## config.mk

```make
export PLATFORM = sky130hd
export DESIGN_NAME = dsi_lanes_sequencer_flat
export DESIGN_NICKNAME = d
export VERILOG_FILES = /design/src/rtl/dsi_lanes_sequencer_if.sv /design/src/rtl/dsi_lanes_sequencer.sv /design/src/flat_wrapper.sv
export SDC_FILE = /design/constraint.sdc
export NUM_CORES = 1
export LEC_CHECK = 0
export ABC_AREA = 1
export CORE_ASPECT_RATIO = 1.75
export CORE_UTILIZATION = 48
export CTS_BUF_LIST = sky130_fd_sc_hd__clkbuf_2 sky130_fd_sc_hd__clkbuf_4 sky130_fd_sc_hd__clkbuf_8
export DETAILED_ROUTE_END_ITERATION = 8
export PLACE_DENSITY = 0.86
export SYNTH_ARGS = -nofsm -noshare
export SYNTH_HDL_FRONTEND = slang
export SYNTH_SLANG_ARGS = --single-unit
```

## constraint.sdc

```tcl
create_clock -name clk_sys -period 4.67 [get_ports clk_sys]
set_input_delay 0.934 -clock clk_sys [delete_from_list [all_inputs] [get_ports clk_sys]]
set_output_delay 0.934 -clock clk_sys [all_outputs]
set_load 0.005 [all_outputs]
```

## src/rtl/dsi_lanes_sequencer_if.sv

```systemverilog
// Byte-stream handshake between the packet assembler and the DSI lane sequencer.
// One byte per lane per word; s_strb marks valid lanes, s_last closes the burst.
interface dsi_lanes_sequencer_if #(
  parameter int MAX_LANES = 4
);
  logic [8*MAX_LANES-1:0] s_data;
  logic [MAX_LANES-1:0]   s_strb;
  logic                   s_valid;
  logic                   s_last;
  logic                   s_ready;

  modport master (output s_data, s_strb, s_valid, s_last, input s_ready);
  modport slave  (input s_data, s_strb, s_valid, s_last, output s_ready);
endinterface

```

## src/rtl/dsi_lanes_sequencer.sv

```systemverilog
// DSI data-lane burst sequencer: LP-11 -> LP-01 -> LP-00 -> HS-zero -> sync -> payload -> trail -> LP-11.
// Optional ULPS escape entry/exit is built when DSI_LANES_SEQUENCER_ULPS_EN is defined.
module dsi_lanes_sequencer #(
  parameter int MAX_LANES = 4,
  parameter int CNT_W     = 8,
  parameter int LN_W      = (MAX_LANES > 1) ? $clog2(MAX_LANES) : 1
) (
  input  logic                   clk_sys,
  input  logic                   rst_n,
  input  logic                   lines_enable,
  input  logic                   clk_lane_ready,
  input  logic [LN_W-1:0]        cfg_lanes,
  input  logic [CNT_W-1:0]       cfg_t_lpx,
  input  logic [CNT_W-1:0]       cfg_t_hs_prepare,
  input  logic [CNT_W-1:0]       cfg_t_hs_zero,
  input  logic [CNT_W-1:0]       cfg_t_hs_trail,
  input  logic [CNT_W-1:0]       cfg_t_hs_exit,
  dsi_lanes_sequencer_if.slave   s,
  output logic [8*MAX_LANES-1:0] hs_data,
  output logic [MAX_LANES-1:0]   hs_en,
  output logic [MAX_LANES-1:0]   lp_p,
  output logic [MAX_LANES-1:0]   lp_n,
  output logic [MAX_LANES-1:0]   lp_oe,
  output logic                   busy,
  output logic                   err_underflow
`ifdef DSI_LANES_SEQUENCER_ULPS_EN
  ,
  input  logic                   ulps_rqst,
  output logic                   ulps_active
`endif
);

  localparam int CW = CNT_W + 8;

  typedef enum logic [3:0] {
    ST_IDLE, ST_LPX, ST_PREP, ST_ZERO, ST_SYNC, ST_DATA, ST_TRAIL, ST_EXIT
`ifdef DSI_LANES_SEQUENCER_ULPS_EN
    , ST_ESC, ST_HOLD, ST_MARK
`endif
  } state_t;

  state_t                 r_state, w_next;
  logic [CW-1:0]          r_cnt, w_dur;
  logic                   w_done, w_accept;
  logic [LN_W-1:0]        r_lanes;
  logic [CNT_W-1:0]       r_t_lpx, r_t_prep, r_t_zero, r_t_trail, r_t_exit;
  logic [MAX_LANES-1:0]   r_last_msb, w_act;
  logic [8*MAX_LANES-1:0] w_hs_data;
  logic [MAX_LANES-1:0]   w_hs_en, w_lp_p, w_lp_n, w_lp_oe;
  logic                   w_err;
`ifdef DSI_LANES_SEQUENCER_ULPS_EN
  localparam logic [7:0] ULPS_CMD = 8'h1E;
  logic [4:0]             r_step;
  logic                   w_ulps;
`endif

  function automatic logic [LN_W-1:0] sat_lanes(input logic [LN_W-1:0] v);
    if (int'(v) > MAX_LANES - 1) return LN_W'(MAX_LANES - 1);
    return v;
  endfunction

  function automatic logic [CW-1:0] phase_len(input logic [CNT_W-1:0] t);
    return (t == '0) ? CW'(1) : CW'(t);
  endfunction

  function automatic logic [MAX_LANES-1:0] lane_mask(input logic [LN_W-1:0] n);
    logic [MAX_LANES-1:0] m;
    for (int i = 0; i < MAX_LANES; i++) m[i] = (i <= int'(n));
    return m;
  endfunction

  // Trail level is the inverse of the final serialized bit (MSB, sent last).
  function automatic logic [7:0] trail_byte(input logic msb);
    return msb ? 8'h00 : 8'hFF;
  endfunction

`ifdef DSI_LANES_SEQUENCER_ULPS_EN
  // Steps 0-3: escape entry; steps 4-19: spaced-one-hot ULPS command, MSB first.
  function automatic logic [1:0] esc_level(input logic [4:0] step);
    logic [2:0] k;
    if (step < 5'd4) begin
      case (step[1:0])
        2'd0:    return 2'b10;
        2'd2:    return 2'b01;
        default: return 2'b00;
      endcase
    end
    if (step[0]) return 2'b00;
    k = 3'((step - 5'd4) >> 1);
    return ULPS_CMD[3'd7 - k] ? 2'b10 : 2'b01;
  endfunction
`endif

  // Outside IDLE the lane set is frozen at burst start.
  assign w_act     = lane_mask((r_state == ST_IDLE) ? sat_lanes(cfg_lanes) : r_lanes);
  assign w_accept  = (r_state == ST_DATA) && s.s_valid;
  assign w_done    = (r_cnt >= w_dur - CW'(1));
  assign s.s_ready = (r_state == ST_DATA);
  assign busy      = (r_state != ST_IDLE);

  always_comb begin
    w_dur = CW'(1);
    case (r_state)
      ST_LPX:   w_dur = phase_len(r_t_lpx);
      ST_PREP:  w_dur = phase_len(r_t_prep);
      ST_ZERO:  w_dur = phase_len(r_t_zero);
      ST_TRAIL: w_dur = phase_len(r_t_trail);
      ST_EXIT:  w_dur = phase_len(r_t_exit);
`ifdef DSI_LANES_SEQUENCER_ULPS_EN
      ST_ESC:   w_dur = phase_len(r_t_lpx);
      ST_MARK:  w_dur = phase_len(r_t_lpx) << 8;
`endif
      default:  w_dur = CW'(1);
    endcase
  end

  always_ff @(posedge clk_sys) begin
    if (!rst_n) begin
      r_state <= ST_IDLE;
      r_cnt   <= '0;
`ifdef DSI_LANES_SEQUENCER_ULPS_EN
      r_step  <= '0;
`endif
    end else begin
      r_state <= w_next;
      if (w_next != r_state) r_cnt <= '0;
      else                   r_cnt <= r_cnt + CW'(1);
`ifdef DSI_LANES_SEQUENCER_ULPS_EN
      if (r_state == ST_IDLE) r_step <= '0;
      else if (r_state == ST_ESC && w_done) begin
        r_cnt  <= '0;
        r_step <= r_step + 5'd1;
      end
`endif
    end
  end

  always_comb begin
    w_next = r_state;
    case (r_state)
      ST_IDLE: begin
`ifdef DSI_LANES_SEQUENCER_ULPS_EN
        if (ulps_rqst) w_next = ST_ESC; else
`endif
        if (s.s_valid && clk_lane_ready && lines_enable) w_next = ST_LPX;
      end
      ST_LPX:   if (w_done) w_next = ST_PREP;
      ST_PREP:  if (w_done) w_next = ST_ZERO;
      ST_ZERO:  if (w_done) w_next = ST_SYNC;
      ST_SYNC:  w_next = ST_DATA;
      ST_DATA:  if (!s.s_valid || s.s_last) w_next = ST_TRAIL;
      ST_TRAIL: if (w_done) w_next = ST_EXIT;
      ST_EXIT:  if (w_done) w_next = ST_IDLE;
`ifdef DSI_LANES_SEQUENCER_ULPS_EN
      ST_ESC:   if (w_done && r_step == 5'd19) w_next = ST_HOLD;
      ST_HOLD:  if (!ulps_rqst) w_next = ST_MARK;
      ST_MARK:  if (w_done) w_next = ST_IDLE;
`endif
      default:  w_next = ST_IDLE;
    endcase
  end

  always_ff @(posedge clk_sys) begin
    if (r_state == ST_IDLE && w_next != ST_IDLE) begin
      r_lanes   <= sat_lanes(cfg_lanes);
      r_t_lpx   <= cfg_t_lpx;
      r_t_prep  <= cfg_t_hs_prepare;
      r_t_zero  <= cfg_t_hs_zero;
      r_t_trail <= cfg_t_hs_trail;
      r_t_exit  <= cfg_t_hs_exit;
    end
    if (r_state == ST_SYNC) r_last_msb <= '1;
    else if (w_accept) begin
      for (int i = 0; i < MAX_LANES; i++)
        if (s.s_strb[i]) r_last_msb[i] <= s.s_data[8*i+7];
    end
  end

  always_comb begin
    w_hs_data = '0;
    w_hs_en   = '0;
    w_lp_p    = '1;
    w_lp_n    = '1;
    w_lp_oe   = w_act & {MAX_LANES{lines_enable}};
    w_err     = 1'b0;
`ifdef DSI_LANES_SEQUENCER_ULPS_EN
    w_ulps    = 1'b0;
`endif
    if (r_state inside {ST_LPX, ST_PREP, ST_ZERO, ST_SYNC, ST_DATA, ST_TRAIL}) w_lp_p = ~w_act;
    if (r_state inside {ST_PREP, ST_ZERO, ST_SYNC, ST_DATA, ST_TRAIL})         w_lp_n = ~w_act;
    if (r_state inside {ST_ZERO, ST_SYNC, ST_DATA, ST_TRAIL})                  w_hs_en = w_act;
    for (int i = 0; i < MAX_LANES; i++) begin
      if (w_act[i]) begin
        case (r_state)
          ST_SYNC:  w_hs_data[8*i +: 8] = 8'hB8;
          ST_DATA:  w_hs_data[8*i +: 8] = (w_accept && s.s_strb[i]) ? s.s_data[8*i +: 8]
                                                                     : trail_byte(r_last_msb[i]);
          ST_TRAIL: w_hs_data[8*i +: 8] = trail_byte(r_last_msb[i]);
`ifdef DSI_LANES_SEQUENCER_ULPS_EN
          ST_ESC:   {w_lp_p[i], w_lp_n[i]} = esc_level(r_step);
          ST_HOLD:  {w_lp_p[i], w_lp_n[i]} = 2'b00;
          ST_MARK:  w_lp_n[i] = 1'b0;
`endif
          default:  ;
        endcase
      end
    end
    if (r_state == ST_DATA && !s.s_valid) w_err = 1'b1;
`ifdef DSI_LANES_SEQUENCER_ULPS_EN
    if (r_state == ST_HOLD) w_ulps = 1'b1;
`endif
  end

  // Pin register stage: pins trail the state by one cycle.
  always_ff @(posedge clk_sys) begin
    if (!rst_n) begin
      hs_data       <= '0;
      hs_en         <= '0;
      lp_p          <= '1;
      lp_n          <= '1;
      lp_oe         <= '0;
      err_underflow <= 1'b0;
`ifdef DSI_LANES_SEQUENCER_ULPS_EN
      ulps_active   <= 1'b0;
`endif
    end else begin
      hs_data       <= w_hs_data;
      hs_en         <= w_hs_en;
      lp_p          <= w_lp_p;
      lp_n          <= w_lp_n;
      lp_oe         <= w_lp_oe;
      err_underflow <= w_err;
`ifdef DSI_LANES_SEQUENCER_ULPS_EN
      ulps_active   <= w_ulps;
`endif
    end
  end

endmodule

```

## src/flat_wrapper.sv

```systemverilog
// flat-port wrapper written by rule: the top's interface ports become plain ports
module dsi_lanes_sequencer_flat 
#(
  parameter int MAX_LANES = 4,
  parameter int CNT_W     = 8,
  parameter int LN_W      = (MAX_LANES > 1) ? $clog2(MAX_LANES) : 1
)
  (clk_sys, rst_n, lines_enable, clk_lane_ready, cfg_lanes, cfg_t_lpx, cfg_t_hs_prepare, cfg_t_hs_zero, cfg_t_hs_trail, cfg_t_hs_exit, hs_data, hs_en, lp_p, lp_n, lp_oe, busy, err_underflow, s_s_data, s_s_strb, s_s_valid, s_s_last, s_s_ready);
  dsi_lanes_sequencer_if #(.MAX_LANES(MAX_LANES)) s_i ();
  input  logic clk_sys;
  input  logic rst_n;
  input  logic lines_enable;
  input  logic clk_lane_ready;
  input  logic [LN_W-1:0] cfg_lanes;
  input  logic [CNT_W-1:0] cfg_t_lpx;
  input  logic [CNT_W-1:0] cfg_t_hs_prepare;
  input  logic [CNT_W-1:0] cfg_t_hs_zero;
  input  logic [CNT_W-1:0] cfg_t_hs_trail;
  input  logic [CNT_W-1:0] cfg_t_hs_exit;
  output logic [8*MAX_LANES-1:0] hs_data;
  output logic [MAX_LANES-1:0] hs_en;
  output logic [MAX_LANES-1:0] lp_p;
  output logic [MAX_LANES-1:0] lp_n;
  output logic [MAX_LANES-1:0] lp_oe;
  output logic busy;
  output logic err_underflow;
  input wire logic [$bits(s_i.s_data)-1:0] s_s_data;
  input wire logic [$bits(s_i.s_strb)-1:0] s_s_strb;
  input wire logic [$bits(s_i.s_valid)-1:0] s_s_valid;
  input wire logic [$bits(s_i.s_last)-1:0] s_s_last;
  output wire logic [$bits(s_i.s_ready)-1:0] s_s_ready;
  assign s_i.s_data = s_s_data;
  assign s_i.s_strb = s_s_strb;
  assign s_i.s_valid = s_s_valid;
  assign s_i.s_last = s_s_last;
  assign s_s_ready = s_i.s_ready;
  dsi_lanes_sequencer #(.MAX_LANES(MAX_LANES), .CNT_W(CNT_W), .LN_W(LN_W)) u_core (.clk_sys(clk_sys), .rst_n(rst_n), .lines_enable(lines_enable), .clk_lane_ready(clk_lane_ready), .cfg_lanes(cfg_lanes), .cfg_t_lpx(cfg_t_lpx), .cfg_t_hs_prepare(cfg_t_hs_prepare), .cfg_t_hs_zero(cfg_t_hs_zero), .cfg_t_hs_trail(cfg_t_hs_trail), .cfg_t_hs_exit(cfg_t_hs_exit), .s(s_i), .hs_data(hs_data), .hs_en(hs_en), .lp_p(lp_p), .lp_n(lp_n), .lp_oe(lp_oe), .busy(busy), .err_underflow(err_underflow));
endmodule
```

# [Word level (Yosys, flattened, before mapping)]
# Index checks and enable logic that the tools add are counted.
[word_totals] regBits=115 input_bits=84
[op_classes] order_cmp=4 muxes=29 reduce_logical=33 eq_ne=8 bitwise_logic=3 n_addsub=2
[op_table] cell="$mux W8" count=13
[op_table] cell="$pmux W8 S3" count=4
[op_table] cell="$pmux W16 S5" count=1
[op_table] cell="$logic_not A8 Y1" count=5
[op_table] cell="$pmux W4 S8" count=1
[op_table] cell="$mux W4" count=7
[op_table] cell="$reduce_and A2 Y1" count=10
[op_table] cell="$add A16 B1 Y16 const B" count=1
[op_table] cell="$eq A4 B3 Y1 const B" count=4
[op_table] cell="$ge A16 B16 Y1" count=1
[op_table] cell="$sub A16 B1 Y16 const B" count=1
[op_table] cell="$reduce_bool A4 Y1" count=3
[op_table] cell="$logic_and A1 B1 Y1" count=9
[op_table] cell="$eq A4 B2 Y1 const B" count=2
[op_table] cell="$reduce_bool A6 Y1" count=1
[op_table] cell="$reduce_bool A5 Y1" count=1
[op_table] cell="$and A4 B4 Y4" count=1
[op_table] cell="$eq A4 B1 Y1 const B" count=1
[op_table] cell="$le A2 B2 Y1 const A" count=2
[op_table] cell="$logic_not A4 Y1" count=1
[op_table] cell="$ne A4 B4 Y1" count=1
[op_table] cell="$not A4 Y4" count=1
[op_table] cell="$le A1 B2 Y1 const A" count=1
[op_table] cell="$mux W1" count=2
[op_table] cell="5 further kinds" count=5

# [Depth between registers and ports, before layout]
# Gate-level depths: netlist (run 1).
[depth] word_depth=9 ltp_mapped=31 depth_no_buf=30

# [Least setup slack after synthesis (run 1)]
# OpenSTA, ideal clock, no wires.
[synth_timing] kind="input-to-reg" startpoint="in lines_enable" endpoint="reg u_core.r_cnt[13]" setup_slack_ps=1098 arrival_ps=3452 setup_time_ps=121 cell_stages=8 path_cell_list="nand3_1 > nor2_1 > a211oi_2 > nand2_1 > nand2_1 > nand3_4 > buf_12 > nor2_4"
[synth_between] elab_chain_cells=5
[synth_rtl] item="from (decl)" line="flat_wrapper.sv:12" rtl="input logic lines_enable;"
[synth_rtl] item="$logic_and A1 B1 Y1" line="dsi_lanes_sequencer.sv:145" rtl="if (s.s_valid && clk_lane_ready && lines_enable) w_next = ST_LPX;"
[synth_rtl] item="$mux W4" line="dsi_lanes_sequencer.sv:145"
[synth_rtl] item="$pmux W4 S8" line="dsi_lanes_sequencer.sv:140" rtl="case (r_state)"
[synth_rtl] item="$ne A4 B4 Y1" line="dsi_lanes_sequencer.sv:126" rtl="if (w_next != r_state) r_cnt <= '0;"
[synth_rtl] item="$reduce_or A2 Y1 (no source line)"
[synth_rtl] item="to (signal assigned)" line="dsi_lanes_sequencer.sv:127" rtl="else r_cnt <= r_cnt + CW'(1);"
[synth_rtl] item="to (decl)" line="dsi_lanes_sequencer.sv:43" rtl="logic [CW-1:0] r_cnt, w_dur;"
# No other way between the ends.
# A chain may end at the register's enable or synchronous reset.

# [Worst setup path after layout (run 1)]
[layout_timing] startpoint="reg u_core.r_state[0]" endpoint="reg u_core.r_cnt[0]"
[layout_between] elab_chain_cells=8 word_cells_on_any_way=21 cone_classes="add/sub (1); order compare (1); eq/ne (8); mux (9); reduce/logical (2)"
[layout_rtl] item="from (decl)" line="dsi_lanes_sequencer.sv:42" rtl="state_t r_state, w_next;"
[layout_rtl] item="from (signal assigned)" line="dsi_lanes_sequencer.sv:125" rtl="r_state <= w_next;"
[layout_rtl] item="$eq A4 B3 Y1 (tied with other cells)" line="dsi_lanes_sequencer.sv:103, dsi_lanes_sequencer.sv:140"
[layout_rtl] item="$pmux W16 S5" line="dsi_lanes_sequencer.sv:103" rtl="case (r_state)"
[layout_rtl] item="$sub A16 B1 Y16" line="dsi_lanes_sequencer.sv:97" rtl="assign w_done = (r_cnt >= w_dur - CW'(1));"
[layout_rtl] item="$ge A16 B16 Y1" line="dsi_lanes_sequencer.sv:97"
[layout_rtl] item="$mux W4 (on tied branches)"
[layout_rtl] item="$pmux W4 S8" line="dsi_lanes_sequencer.sv:140"
[layout_rtl] item="$ne A4 B4 Y1 *" line="dsi_lanes_sequencer.sv:126"
[layout_rtl] item="$reduce_or A2 Y1 (no source line) *"
# Mark *: on every way between the ends. The rest lies on a longest branch, timed or not.

==> results of run 1 <==
-- routing by layer --
layer	global-route usage	up-vias	routed length, um
li1	-	2136	-
met1	0.230	2025	4510
met2	0.444	143	7050
met3	0.0583	45	531
met4	0.152	0	553
met5	0	-	0
-- cell usage after synthesis, drive strengths merged --
cell type	count	area [um^2]
nand3b	1	7.51
o21ai	49	245
a31oi	1	6.26
xnor2	4	35.0
buf	1	20.0
mux2	1	11.3
edfxtp	42	1260
o21bai	1	7.51
a211o	2	17.5
nand3	29	168
a21oi	42	214
conb	2	7.51
o22ai	4	25.0
clkbuf	2	7.51
nor4	3	18.8
nand4	6	37.5
nor3	8	45.0
dfxtp	73	1460
inv	83	314
xor2	11	96.3
nor2	73	394
ha	19	238
nand2	90	370
a211oi	5	47.5
-- state kept, by name, summed over array words and instances (netlist names) --
name	cells
u_core.r_cnt	16
u_core.r_last_msb	4
u_core.err_underflow	1
u_core.hs_data	32
u_core.lp_n	4
u_core.lp_p	4
u_core.r_t_lpx	8
u_core.lp_oe	4
u_core.r_t_zero	8
u_core.r_lanes	2
u_core.r_t_prep	8
u_core.r_t_trail	8
u_core.r_t_exit	8
u_core.hs_en	4
u_core.r_state	4
-- path summary, 6_finish.rpt --
| path | endpoint | slack [ns] | start | cells past startpoint |
|---|---|---|---|---|
| worst min-delay path | u_core.r_last_msb[0] | 0.49 | u_core.r_last_msb[0] | 2 |
| worst max register to register | u_core.r_cnt[0] | 0.74 | u_core.r_state[0] | 28 |
| worst min register to register | u_core.r_last_msb[0] | 0.49 | u_core.r_last_msb[0] | 2 |
| worst max-delay path | u_core.r_cnt[0] | 0.74 | u_core.r_state[0] | 28 |
-- per-stage QoR --
step / std cells / worst slack (ns)
after global routing: 845 / 0.252
after floorplan: 554 / 1.10
after CTS: 845 / 0.740
after detailed placement: 813 / 0.748
final: 845 / 0.741
after global placement: 813 / 1.02
-- cells by family (layout without fill, tap and decap cells) --
group                      after synthesis  in the layout  share of synthesized area
AOI/OAI and AO/OA                      104            104                      0.111
xor gates and xnor gates                15             15                     0.0260
adders and majority gates               19             19                     0.0470
buffers and inverters                   86            250                     0.0676
DFF                                    115            115                      0.538
muxes                                    1              1                    0.00223
other                                    2              4                    0.00149
and+or+nand+nor                        210            210                      0.206
-- layout make-up --
cell class / count / area (um^2)
clock inverter: 14 / 198
clock buffer: 18 / 241
sequential: 115 / 2720
tap: 127 / 159
multi-input combinational: 353 / 2010
inverter: 83 / 314
timing repair buffer: 135 / 1350
fill: 751 / 3250
-- where the power goes --
part           internal, mW  switching (mW)
logic                0.0774          0.0542
clock network         0.594           0.433
registers              1.05         0.00587
-- critical path, delay by kind of cell, from the launching register on --
kind,cells,cell delay (ns)
flops,1,0.42
compound gates,1,0.05
fa+ha+maj,2,0.55
buf+inv,5,0.37
simple gates,20,2.46
==> impl_metrics.toml, run 1 <==
[status]
status = "finished clean"

[setup_path]
cp_slowest_stage_delay_ns = 0.42
startpoint_type = "register"
critPathKind = "reg2reg"
cp_data_required_time_ns = 5.03
crit_fanout = 16
critPathMostFrequentCell = "nand2_1"
worstPathArrival_ns = 4.29
slowest_stage = "dfxtp_1"
crit_path_end_kind = "register"

[floorplan]
start_util = 0.494
top_level_ports = 135
die_h_um = 138
rows = 49
core_area_um2 = 10200
chipWidth_um = 79.6
dieArea_um2 = 11000

[global_routing]
grt_max_degree = 43
grtUsageTotal = 0.240
antenna_found_initial = 0
grt_pass1_wl_um = 19600
grt_pass1_vias = 4360
grt_overflow_total = 0

[logic_synthesis]
syn-cell-area_um2 = 5060
avgSynthCellArea_um2 = 9.16
synth_warnings = 0
ys_seq_area_frac = 0.538
yosysUniqueCellTypes = 36
ys_ff_latch = 115
synth_cells = 552

[clocking]
cts_tree = "built"
cts_made_buffers = 17
cts_sinks = 115
cts.clk_slew.worst_paths_ns = 0.07
cts_max_level = 4
root_buffer = "clkbuf_8"
post_cts_buffers = 0
clk_path_buf_depth = 2
insertion_delay_ns = 0.44
holdBufCountCts = 0
cts_resized = 0

[timing]
setup-violations-final = 0
timing.slew.headroom = 0.640
whs_ns = 0.487
rsz0062_at_grt = "false"
finalCritPeriodShare = 0.841
fin_tns_setup_ns = 0
max_slew.worst_pin.slew_ns = 0.537
period_minus_slack_ns = 3.93
max_clock_freq_mhz = 255
slew_viol_final = 0
finClkSkew_ns = 0.0128
hold_viol_final = 0

[placed_design]
dp_hpwl_um = 9760
placement.cell_area_um2 = 6550
port_buffers = 134
place.gp.congestion = 0.951

[layout]
fin_area_um2 = 6990
fin_nets = 808
final_cell_mix = "134 x clkdlybuf4s50_1, 81 x nand2_1, 73 x dfxtp_1"
drive_above_1_share = 0.118
synthToLayoutAreaGrowth_pct = 38.3
mostFrequentLayoutCell = "clkdlybuf4s50_1"
post-route-util = 0.683
antenna-diode-count = 0

[detailed_routing]
drtIter0Drc = 152
dr.pass1.iters = 6
ant_nets = 0
wl_per_cell_um = 15.0
vias_per_cell = 5.15
num_vias = 4349
wirelength_um = 12600
drc = 0

[pwr]
peakVddDrop_mv = 0.317
power_mw = 2.21
p_per_area_nw_per_um2 = 317
power.leakage_nw = 2.79

[worst_hold_path]
hold_class = "reg2reg"

[job]
drv_cap = 0
(Power assumes the default switching activity.)
==> inputs of run 2 (changes only) <==
--- a/config.mk
+++ b/config.mk
@@ -7,10 +7,10 @@
 export LEC_CHECK = 0
 export ABC_AREA = 1
 export CORE_ASPECT_RATIO = 1.75
-export CORE_UTILIZATION = 48
+export CORE_UTILIZATION = 45
 export CTS_BUF_LIST = sky130_fd_sc_hd__clkbuf_2 sky130_fd_sc_hd__clkbuf_4 sky130_fd_sc_hd__clkbuf_8
 export DETAILED_ROUTE_END_ITERATION = 8
-export PLACE_DENSITY = 0.86
+export PLACE_DENSITY = 0.85
 export SYNTH_ARGS = -nofsm -noshare
 export SYNTH_HDL_FRONTEND = slang
 export SYNTH_SLANG_ARGS = --single-unit
==> constraint.sdc (replaced) <==
create_clock -name clk_sys -period 3.2 [get_ports clk_sys]
set_input_delay 0.64 -clock clk_sys [delete_from_list [all_inputs] [get_ports clk_sys]]
set_output_delay 0.64 -clock clk_sys [all_outputs]
set_load 0.005 [all_outputs]
==> impl_metrics.toml, run 2 (synthesized netlist as in run 1, its figures left out) <==
[status]
status = "complete, but fails checks"
violations = "setup timing"

[setup_path]
slowest_stage = "dfxtp_4"
critPathMostFrequentCell = "nand2_2"
cp_slowest_stage_delay_ns = 0.38
cp_data_required_time_ns = 3.57
crit_fanout = 8
crit_path_end_kind = "register"
worstPathArrival_ns = 3.66
startpoint_type = "register"
critPathKind = "reg2reg"

[detailed_routing]
drc = 0
wl_per_cell_um = 15.5
drtIter0Drc = 215
dr.pass1.iters = 4
vias_per_cell = 5.12
num_vias = 4604
ant_nets = 0
wirelength_um = 14000

[layout]
post-route-util = 0.708
fillers = 763
synthToLayoutAreaGrowth_pct = 51.5
drive_above_1_share = 0.236
fin_nets = 860
antenna-diode-count = 0
largest_reg_flops = 32
reg_top3 = "u_core.hs_data: 32 flops, u_core.r_cnt: 16 flops"
fin_area_um2 = 7660
mostFrequentLayoutCell = "clkdlybuf4s50_1"
final_cell_mix = "134 x clkdlybuf4s50_1, 69 x dfxtp_1, 68 x nand2_1"
regMostFlops = "u_core.hs_data"

[global_routing]
grt_overflow_total = 0
grt_max_degree = 43
grt_use_met1 = 0.231
grt_pass1_wl_um = 21600
busiest_layer = "met2"
grtUsageTotal = 0.251
antenna_found_initial = 0
grt_use_met2 = 0.456
grt_pass1_vias = 4891
grt_use_met3 = 0.0596

[timing]
rsz0062_at_grt = "true"
timing.slew.headroom = 0.639
hold_viol_final = 0
finClkSkew_ns = 0.0105
max_slew.worst_pin.slew_ns = 0.540
period_minus_slack_ns = 3.29
finalCritPeriodShare = 1.03
whs_ns = 0.455
worst_slack_ns = -0.0902
max_clock_freq_mhz = 304
slew_viol_final = 0
setup-violations-final = 17

[clocking]
root_buffer = "clkbuf_8"
cts_sinks = 115
cts_max_level = 4
clk_path_buf_depth = 2
holdBufCountCts = 0
cts_made_buffers = 17
insertion_delay_ns = 0.44
cts.clk_slew.worst_paths_ns = 0.07
cts_tree = "built"

[floorplan]
start_util = 0.467
core_area_um2 = 10800
top_level_ports = 135
chipWidth_um = 82.1
dieArea_um2 = 11700
rows = 50
die_h_um = 142

[pwr]
power.leakage_nw = 3.12
peakVddDrop_mv = 0.592
p_per_area_nw_per_um2 = 397
power_mw = 3.04

[placed_design]
dp_hpwl_um = 10300
preCtsSetupSlack_ns = -0.234
placement.cell_area_um2 = 6780
place.gp.congestion = 0.954
port_buffers = 134

[worst_hold_path]
hold_class = "reg2reg"

[job]
drv_cap = 0
[run 2: cell types whose count changed in the layout (fill, tap and decap cells not counted), sizes merged]
cell and delta:
inv -1, buf +52, bufinv -3, clkbuf +3
clkinv +1
[run 2: final cells by class]
class | instances | area (um^2) | area share
clock buffer | 21 | 277 | 0.0361
inverter | 83 | 324 | 0.0423
timing repair buffer | 187 | 1790 | 0.234
multi-input combinational | 353 | 2270 | 0.296
clock inverter | 11 | 101 | 0.0132
tap | 130 | 163 | 0.0212
sequential | 115 | 2740 | 0.357
[run 2: where the power goes]
group	switching, mW	internal, mW	total [mW]	leakage, nW
Combinational	0.0918	0.132	0.224	1.95
Clock	0.599	0.676	1.28	0.199
Sequential	0.00948	1.53	1.54	0.974
Total	0.700	2.34	3.04	3.12
[run 2: layer usage]
metal,routed length (um),part of all wire,vias up
met5,0,0,-
met4,997,0.071,0
met3,434,0.031,72
met2,7800,0.56,147
met1,4740,0.34,2153
li1,-,-,2232
[run 2: final timing paths]
kind | startpoint | end | slack, ns | cells past startpoint
setup / recovery | u_core.r_state[1] | u_core.r_cnt[8] | -0.09 | 26
hold reg to reg | u_core.r_cnt[0] | u_core.r_cnt[0] | 0.46 | 1
setup reg to reg | u_core.r_state[1] | u_core.r_cnt[8] | -0.09 | 26
hold / removal | u_core.r_cnt[0] | u_core.r_cnt[0] | 0.46 | 1
[run 2: stage by stage]
stage               TNS (ns)  std cells
global placement       -1.77        843
floorplan                  0        554
detailed placement     -3.44        843
global route           -4.48        900
finish                 -1.30        900
CTS                  -0.0158        893
[run 2: what timing repair did]
item	CTS	global route
cloned	1	0
resized for setup	61	19
buffers inserted	18	7
pin swaps	20	19
setup endpoints to repair	17	19
[run 2: critical path: cells and delay by family, from the launching register on]
kind	cells	cell delay (ns)
AND/OR/NAND/NOR	20	1.96
adder cells (fa/ha/maj)	2	0.48
flip-flops	1	0.38
buffers and inverters	3	0.31
AO/OA/AOI/OAI	1	0.09
==> inputs of run 3 (changes only) <==
--- a/config.mk
+++ b/config.mk
@@ -11,6 +11,9 @@
 export CTS_BUF_LIST = sky130_fd_sc_hd__clkbuf_2 sky130_fd_sc_hd__clkbuf_4 sky130_fd_sc_hd__clkbuf_8
 export DETAILED_ROUTE_END_ITERATION = 8
 export PLACE_DENSITY = 0.85
+export RECOVER_POWER = 50
+export SETUP_SLACK_MARGIN = 0.15
+export SKIP_CTS_REPAIR_TIMING = 1
 export SYNTH_ARGS = -nofsm -noshare
 export SYNTH_HDL_FRONTEND = slang
 export SYNTH_SLANG_ARGS = --single-unit
==> impl_metrics.toml, run 3 (synthesized netlist as in run 1, its figures left out) <==
[status]
status = "complete, but fails checks"
violations = "setup timing"

[placed_design]
placedCellCount = 836
port_buffers = 134
preCtsSetupSlack_ns = -0.170
place.gp.congestion = 0.902
placement.cell_area_um2 = 6750
dp_hpwl_um = 10400

[timing]
worst_slack_ns = -0.0930
setup-violations-final = 17
whs_ns = 0.471
slew_viol_final = 0
rsz0062_at_grt = "true"
hold_viol_final = 0
timing.slew.headroom = 0.613
max_clock_freq_mhz = 304
max_slew.worst_pin.slew_ns = 0.580
period_minus_slack_ns = 3.29
finalCritPeriodShare = 1.03
finClkSkew_ns = 0.0113

[setup_path]
worstPathArrival_ns = 3.57
crit_path_end_kind = "register"
crit_fanout = 7
startpoint_type = "register"
cp_data_required_time_ns = 3.47
critPathKind = "reg2reg"

[clocking]
cts_max_level = 4
cts_sinks = 115
cts_made_buffers = 17
root_buffer = "clkbuf_8"
insertion_delay_ns = 0.43
clk_path_buf_depth = 2
cts.clk_slew.worst_paths_ns = 0.07
cts_tree = "built"

[global_routing]
grtUsageTotal = 0.245
grt_overflow_total = 0
grt_pass1_vias = 4666
antenna_found_initial = 0
grt_pass1_wl_um = 21400
grt_max_degree = 43

[pwr]
p_comb_frac = 0.066
p_int_mw = 2.44
p_per_area_nw_per_um2 = 415
peakVddDrop_mv = 0.395
p_clk_frac = 0.442
sw_frac_of_total = 0.221
power.leakage_nw = 3.07
seqPwrFrac = 0.492
switching_power_uw = 692

[layout]
synthToLayoutAreaGrowth_pct = 49.2
post-route-util = 0.697
largest_reg_flops = 32
antenna-diode-count = 0
fin_nets = 845
fin_area_um2 = 7540
fillers = 779
mostFrequentLayoutCell = "clkdlybuf4s50_1"
fin_cells = 885
drive_above_1_share = 0.219
final_cell_mix = "91 x clkdlybuf4s50_1, 69 x dfxtp_1, 67 x nand2_1"
regMostFlops = "u_core.hs_data"
reg_top3 = "u_core.hs_data: 32 flops, u_core.r_cnt: 16 flops"

[floorplan]
chipWidth_um = 82.1
dieArea_um2 = 11700
core_area_um2 = 10800
die_h_um = 142
rows = 50
start_util = 0.467
top_level_ports = 135

[detailed_routing]
drtIter0Drc = 225
wl_per_cell_um = 16.0
num_vias = 4592
drc = 0
wirelength_um = 14200
dr.pass1.iters = 6
vias_per_cell = 5.19
ant_nets = 0

[worst_hold_path]
hold_class = "reg2reg"

[job]
drv_cap = 0
## run 3: final timing paths
path / from / endpoint / slack, ns / depth (start not counted)
max: u_core.r_state[0] / u_core.r_state[2] / -0.09 / 26
min: u_core.r_cnt[0] / u_core.r_cnt[0] / 0.47 / 1
max reg2reg: u_core.r_state[0] / u_core.r_state[2] / -0.09 / 26
min reg2reg: u_core.r_cnt[0] / u_core.r_cnt[0] / 0.47 / 1
## run 3: routing by layer
layer,up-vias,share of wire,GRT usage
met1,2144,0.33,0.238
met2,166,0.56,0.447
met3,69,0.041,0.0590
li1,2213,-,-
met4,0,0.066,0.146
met5,-,0,0
## run 3: layout make-up
class,count,area (um^2),area share
Inverter,83,327,0.0433
Clock buffer,22,297,0.0393
Tap cell,130,163,0.0216
Timing Repair Buffer,172,1660,0.220
Clock inverter,10,121,0.0161
Multi-Input combinational cell,353,2240,0.297
Sequential cell,115,2740,0.363
## run 3: power by group through the flow
stage	sequential, mW	combinational, mW	clock [mW]
4_1_cts	1.54	0.202	1.40
3_3_place_gp	1.57	0.193	0
3_5_place_dp	1.57	0.199	0
5_1_grt	1.54	0.220	1.47
6_report	1.54	0.205	1.38
2_1_floorplan	1.57	0.0650	0
## run 3: stage by stage
step | total power [mW] | TNS (ns)
3_5_place_dp | 1.77 | -1.99
6_report | 3.13 | -1.27
2_1_floorplan | 1.64 | 0
5_1_grt | 3.23 | -5.00
4_1_cts | 3.14 | -2.46
3_3_place_gp | 1.77 | 0
## run 3: critical path, stage by stage, from the launching register on
cell      delay, ns
dfxtp_4        0.39
nand2_4        0.10
inv_6          0.06
nand2_4        0.10
inv_4          0.05
nand2_2        0.08
nand3_2        0.11
nor2_4         0.15
nand2_2        0.09
nor3_4         0.21
nand2_2        0.10
nor2_4         0.11
ha_4           0.21
ha_4           0.26
nand2_1        0.05
inv_2          0.06
nand2_2        0.06
nor2_2         0.09
nor2_1         0.05
nand2_1        0.07
nand2_2        0.08
nand2_2        0.10
nand2_2        0.08
buf_4          0.14
buf_4          0.13
o21ai_0        0.16
a211oi_1       0.08
==> edit 1, RTL diff (settings of run 1) <==
`hs_data` no longer has a reset.
--- a/src/rtl/dsi_lanes_sequencer.sv
+++ b/src/rtl/dsi_lanes_sequencer.sv
@@ -214,7 +214,6 @@
   // Pin register stage: pins trail the state by one cycle.
   always_ff @(posedge clk_sys) begin
     if (!rst_n) begin
-      hs_data       <= '0;
       hs_en         <= '0;
       lp_p          <= '1;
       lp_n          <= '1;
@@ -224,7 +223,6 @@
       ulps_active   <= 1'b0;
 `endif
     end else begin
-      hs_data       <= w_hs_data;
       hs_en         <= w_hs_en;
       lp_p          <= w_lp_p;
       lp_n          <= w_lp_n;
@@ -236,5 +234,9 @@
     end
   end
 
+  always_ff @(posedge clk_sys) begin
+    hs_data <= w_hs_data;
+  end
+
 endmodule
 
Behaviour: differs if rst_n is asserted again (counterexample within 10 cycles, from zero or initial values and one cycle with rst_n low); with rst_n held inactive, the same outputs for 10 cycles.
==> edit 1 against run 1 <==
- design area is 0.61% lower
- critical endpoint unchanged
- sequential cell count unchanged
- synthesized area fell by 1.1%
- utilization hardly changed
- largest cell class unchanged
- routed wire length rose by 5.7%
- worst setup slack improved by 0.0060 ns
- count of clock-buffer cells in the layout stayed put
- power rose by 0.31%
==> edit 1: results (changes against run 1) <==
- Minimum setup slack after placement: 0.8139 ns (was 0.7483 ns)
- Largest regs: u_core.hs_data (32), u_core.r_cnt (16) (unchanged)
- Number of DRC markers in iteration 0: 190 (was 152)
- Placed wire-length estimate: 9.943 mm (was 9.757 mm)
- Post-CTS setup buffer count: 0 (unchanged)
- Antenna violations before repair: 0 (unchanged)
- Number of unique standard cell types used by synthesis: 35 (was 36)
- Layout fillers: 801 (was 751)
- Lkg Pwr: 0.002771 µW (was 0.002790 µW)
- Cell type of the slowest stage on the worst timing path: dfxtp_1 (unchanged)
- Overall global routing resource usage: 25.51% (was 23.96%)
- Clock slew at reported path FFs: 0.07 ns (about the same)
- Library cell used as clock root buffer: clkbuf_8 (unchanged)
- Kind of path behind the tightest hold check: flop to flop (unchanged)
- Layout Skew: 0.01147 ns (was 0.01276 ns)
- Number of buffers on the longest clock path: 2 (unchanged)
- Number of synthesis warnings: 0 (unchanged)
- Number of clock buffers inserted by TritonCTS: 17 (unchanged)
- Pin count of the biggest net entering global routing: 43 (unchanged)
- Share of synthesized flip-flops with an asynchronous set or reset: 0% (unchanged)
- Slew at the pin closest to its max-slew limit: 0.8375 ns (was 0.5372 ns)
- First-pass iteration count of the detailed router: 5 (was 6)
- Final wirelength: 13.36 mm (was 12.64 mm)
- CP max FO: 16 (unchanged)
- Wire length of the first global-routing pass: 20.73 mm (was 19.57 mm)
- Status: finished, final reports clean (unchanged)
- Post-layout net count: 811 (was 808)
- Total number of vias: 4392 (was 4349)
- Number of synthesized flops with an enable pin: 42 (unchanged)
- Family with the most delay on the worst path: simple AND/OR/NAND/NOR gates (unchanged)
- Clock latency on the worst-skew pair: 0.44 ns (about the same)
- Detailed-route DRC error count: 0 (unchanged)
- Number of nets with antenna violations after detailed routing: 0 (unchanged)
- Total of buffers placed on input and output ports: 134 (unchanged)
- List of most frequent post-synthesis cells: nand2_1, inv_1, dfxtp_1 (was nand2_1, dfxtp_1, inv_1)
- Via count of the first global-routing pass: 4580 (was 4360)
- Gates resized, CTS repair: 0 (unchanged)
- Antenna diode count: 0 (unchanged)
- Worst supply voltage drop on vdd: 0.4034 mV (was 0.3171 mV)
- Proportion of layout cells with a drive suffix above 1: 9.431% (was 11.84%)
- Top cells by area in the synthesized netlist: dfxtp_1, edfxtp_1, nand2_1 (unchanged)
- Arrival time of the worst setup path: 4.28 ns (was 4.29 ns)
- Sequential share of the synthesized area: 54.43% (was 53.85%)
- CTS H-Tree Depth: 4 (unchanged)
- Gp weighted congestion: 0.9130 (was 0.9506)
- Critical path's largest stage delay: 0.38 ns (was 0.42 ns)
## edit 1: kinds of logic after synthesis
logic type      count (synthesis)  share of synthesized area (%)
fa+ha+maj                      19                          4.752
simple gates                  221                          20.89
compound gates                 94                          10.03
mux                             1                         0.2251
flops                         115                          54.43
other cells                     2                         0.1501
xor+xnor                       15                          2.626
buf+inv                        87                          6.903
## edit 1: stage by stage
step           area, µm²  hold slack, ns  std cells
6_report            6948          0.4595        848
5_1_grt             6948          0.4764        848
4_1_cts             6948          0.4633        848
3_5_place_dp        6501          0.4539        816
3_3_place_gp        6501          0.4275        816
2_1_floorplan       5010          0.4173        556
## edit 1: final cells by class
type                       count  area share, %
clock buffer                  18          3.566
inverter                      85          4.628
tap                          127          2.287
clock inverter                14          2.863
timing repair buffer         135          19.41
sequential                   115          39.19
multi-input combinational    354          28.06
## edit 1: layer usage
metal	wire length (µm)	global-route usage, %
met2	7799	49.86
met1	4310	22.50
met5	0	0
met3	696	6.800
met4	549	14.75
## edit 1: final timing paths
path | from | end | slack [ns] | cells after the start
setup / recovery | u_core.r_state[1] | u_core.r_cnt[0] | 0.75 | 23
hold / removal | u_core.r_cnt[0] | u_core.r_cnt[0] | 0.46 | 1
setup reg to reg | u_core.r_state[1] | u_core.r_cnt[0] | 0.75 | 23
hold reg to reg | u_core.r_cnt[0] | u_core.r_cnt[0] | 0.46 | 1
## edit 1: worst register-to-register path: cells and delay by family, from the launching register on
family                   cells  cell delay [ns]
AO/OA/AOI/OAI                4             0.41
adder cells (fa/ha/maj)      2             0.53
flip-flops                   1             0.38
buffers and inverters        3             0.21
AND/OR/NAND/NOR             14             2.33
## edit 1: power breakdown
part / switching [µW] / leakage [µW] / internal [µW]
Clock: 438 / 0.000221 / 603
Combinational: 50.6 / 0.00158 / 76.0
Sequential: 5.15 / 0.000971 / 1050
Total: 494 / 0.00277 / 1730
==> edit 2, RTL diff (config.mk and constraints of run 1) <==
Without the edit above. `CNT_W` is set to 8 in 2 places; all go to 12.
--- a/src/rtl/dsi_lanes_sequencer.sv
+++ b/src/rtl/dsi_lanes_sequencer.sv
@@ -2,7 +2,7 @@
 // Optional ULPS escape entry/exit is built when DSI_LANES_SEQUENCER_ULPS_EN is defined.
 module dsi_lanes_sequencer #(
   parameter int MAX_LANES = 4,
-  parameter int CNT_W     = 8,
+  parameter int CNT_W     = 12,
   parameter int LN_W      = (MAX_LANES > 1) ? $clog2(MAX_LANES) : 1
 ) (
   input  logic                   clk_sys,
--- a/src/flat_wrapper.sv
+++ b/src/flat_wrapper.sv
@@ -2,7 +2,7 @@
 module dsi_lanes_sequencer_flat 
 #(
   parameter int MAX_LANES = 4,
-  parameter int CNT_W     = 8,
+  parameter int CNT_W     = 12,
   parameter int LN_W      = (MAX_LANES > 1) ? $clog2(MAX_LANES) : 1
 )
   (clk_sys, rst_n, lines_enable, clk_lane_ready, cfg_lanes, cfg_t_lpx, cfg_t_hs_prepare, cfg_t_hs_zero, cfg_t_hs_trail, cfg_t_hs_exit, hs_data, hs_en, lp_p, lp_n, lp_oe, busy, err_underflow, s_s_data, s_s_strb, s_s_valid, s_s_last, s_s_ready);
Ports: changed (5 resized); port bits go from 135 to 155. No check against the original RTL was run, so the function may have changed too.
==> edit 2 against run 1 <==
- worst setup slack lost 0.17 ns
- combinational power grew 17%
- design area grew 21%
- fmax shrank 4.1%
- power grew 3.8%
- final cell count grew 23%
- largest power group unchanged
- sequential cell count grew 24
- critical path type unchanged
- routed wire length grew 24%
- synthesized area grew 26%
==> edit 2: results (changes against run 1) <==
- Arrival time of the worst setup path: 4.47 ns (was 4.29 ns)
- Cell type of the slowest stage on the worst timing path: dfxtp_1 (unchanged)
- List of most frequent post-synthesis cells: nand2_1, inv_1, dfxtp_1 (was nand2_1, dfxtp_1, inv_1)
- Number of DRC markers in iteration 0: 282 (was 152)
- Top cells by area in the synthesized netlist: edfxtp_1, dfxtp_1, nand2_1 (was dfxtp_1, edfxtp_1, nand2_1)
- Library cell used as clock root buffer: clkbuf_8 (unchanged)
- Routed wirelength normalized by instance count: 15.16 µm (was 14.96 µm)
- Number of synthesized flops with an enable pin: 62 (was 42)
- Layout Skew: 0.01252 ns (was 0.01276 ns)
- Post-CTS setup buffer count: 0 (unchanged)
- Worst slew margin: 48.19% (was 63.97%)
- Antenna violations before repair: 0 (unchanged)
- Minimum setup slack after placement: 0.4770 ns (was 0.7483 ns)
- Time the worst path needs with I/O delays and setup: 4.099 ns (was 3.929 ns)
- Total of buffers placed on input and output ports: 154 (was 134)
- Wire length of the first global-routing pass: 25.47 mm (was 19.57 mm)
- Layout fillers: 1063 (was 751)
- Proportion of layout cells with a drive suffix above 1: 13.28% (was 11.84%)
- Critical path's largest stage delay: 0.44 ns (was 0.42 ns)
- Total number of vias: 5180 (was 4349)
- Via count of the first global-routing pass: 5438 (was 4360)
- Lkg Pwr: 0.003386 µW (was 0.002790 µW)
- Kind of path behind the tightest hold check: flop to flop (unchanged)
- Pin count of the biggest net entering global routing: 63 (was 43)
- Clock slew at reported path FFs: 0.07 ns (about the same)
- Post-layout instance area: 0.008447 mm² (was 0.006990 mm²)
- Post-layout net count: 979 (was 808)
- Number of clock buffers inserted by TritonCTS: 17 (unchanged)
- Post-synthesis instance total: 683 (was 552)
- CP max FO: 20 (was 16)
- Largest regs: u_core.hs_data (32), u_core.r_cnt (20) (was u_core.hs_data (32), u_core.r_cnt (16))
- Placed wire-length estimate: 11.82 mm (was 9.757 mm)
- Post-detailed-placement cell area: 0.008097 mm² (was 0.006551 mm²)
- Overall global routing resource usage: 24.88% (was 23.96%)
- Sequential share of the synthesized area: 53.35% (was 53.85%)
- Worst supply voltage drop on vdd: 0.2487 mV (was 0.3171 mV)
- First-pass iteration count of the detailed router: 4 (was 6)
- Status: finished, final reports clean (unchanged)
- Share of synthesized flip-flops with an asynchronous set or reset: 0% (unchanged)
- Detailed-route vias per instance: 4.995 (was 5.147)
- Worst setup slack for register-to-register paths: 0.57 ns (was 0.74 ns)
- Gp weighted congestion: 0.8722 (was 0.9506)
- Worst hold slack: 0.4710 ns (was 0.4867 ns)
- Number of placed cells counting well taps: 1005 (was 813)
- Number of unique standard cell types used by synthesis: 42 (was 36)
edit 2: where the power goes:
part | switching (µW) | total [µW] | leakage (µW) | internal, µW
Sequential | 7.79 | 1290 | 0.00119 | 1290
Clock | 470 | 849 | 0.000162 | 380
Combinational | 60.9 | 155 | 0.00204 | 93.9
Total | 539 | 2300 | 0.00339 | 1760
edit 2: area by class of cell:
type | count | area share (%)
Multi-Input combinational cell | 442 | 30.40
Tap cell | 171 | 2.533
Clock buffer | 19 | 2.948
Sequential cell | 139 | 40.29
Inverter | 98 | 4.385
Timing Repair Buffer | 155 | 18.34
Clock inverter | 13 | 1.111
edit 2: final timing paths:
check,start,end,cells after the start
worst max-delay path,u_core.r_state[0],u_core.r_cnt[18],25
worst min-delay path,u_core.r_cnt[0],u_core.r_cnt[0],1
worst max register to register,u_core.r_state[0],u_core.r_cnt[18],25
worst min register to register,u_core.r_cnt[0],u_core.r_cnt[0],1
edit 2: logic make-up (layout without fill, tap and decap cells):
| logic type | count (synthesis) | after routing | synth area share [%] |
|---|---|---|---|
| AND/OR/NAND/NOR | 288 | 288 | 22.89 |
| flip-flops | 139 | 139 | 53.35 |
| buffers and inverters | 105 | 285 | 6.807 |
| AO/OA/AOI/OAI | 103 | 103 | 9.180 |
| XOR/XNOR | 23 | 23 | 3.158 |
| adder cells (fa/ha/maj) | 22 | 22 | 4.315 |
| other | 2 | 5 | 0.1177 |
| multiplexers | 1 | 1 | 0.1765 |
edit 2: layer usage:
metal / GRT usage (%) / wire length (µm) / share of wire (%)
met1: 23.21 / 5321 / 34
met5: 0 / 0 / 0
met3: 6.724 / 790 / 5.0
met4: 14.29 / 759 / 4.8
met2: 46.38 / 8845 / 56
edit 2: what timing repair did:
item,CTS,global route
hold buffers,0,0
endpoints found under the setup margin,0,20
gates resized for setup,0,1
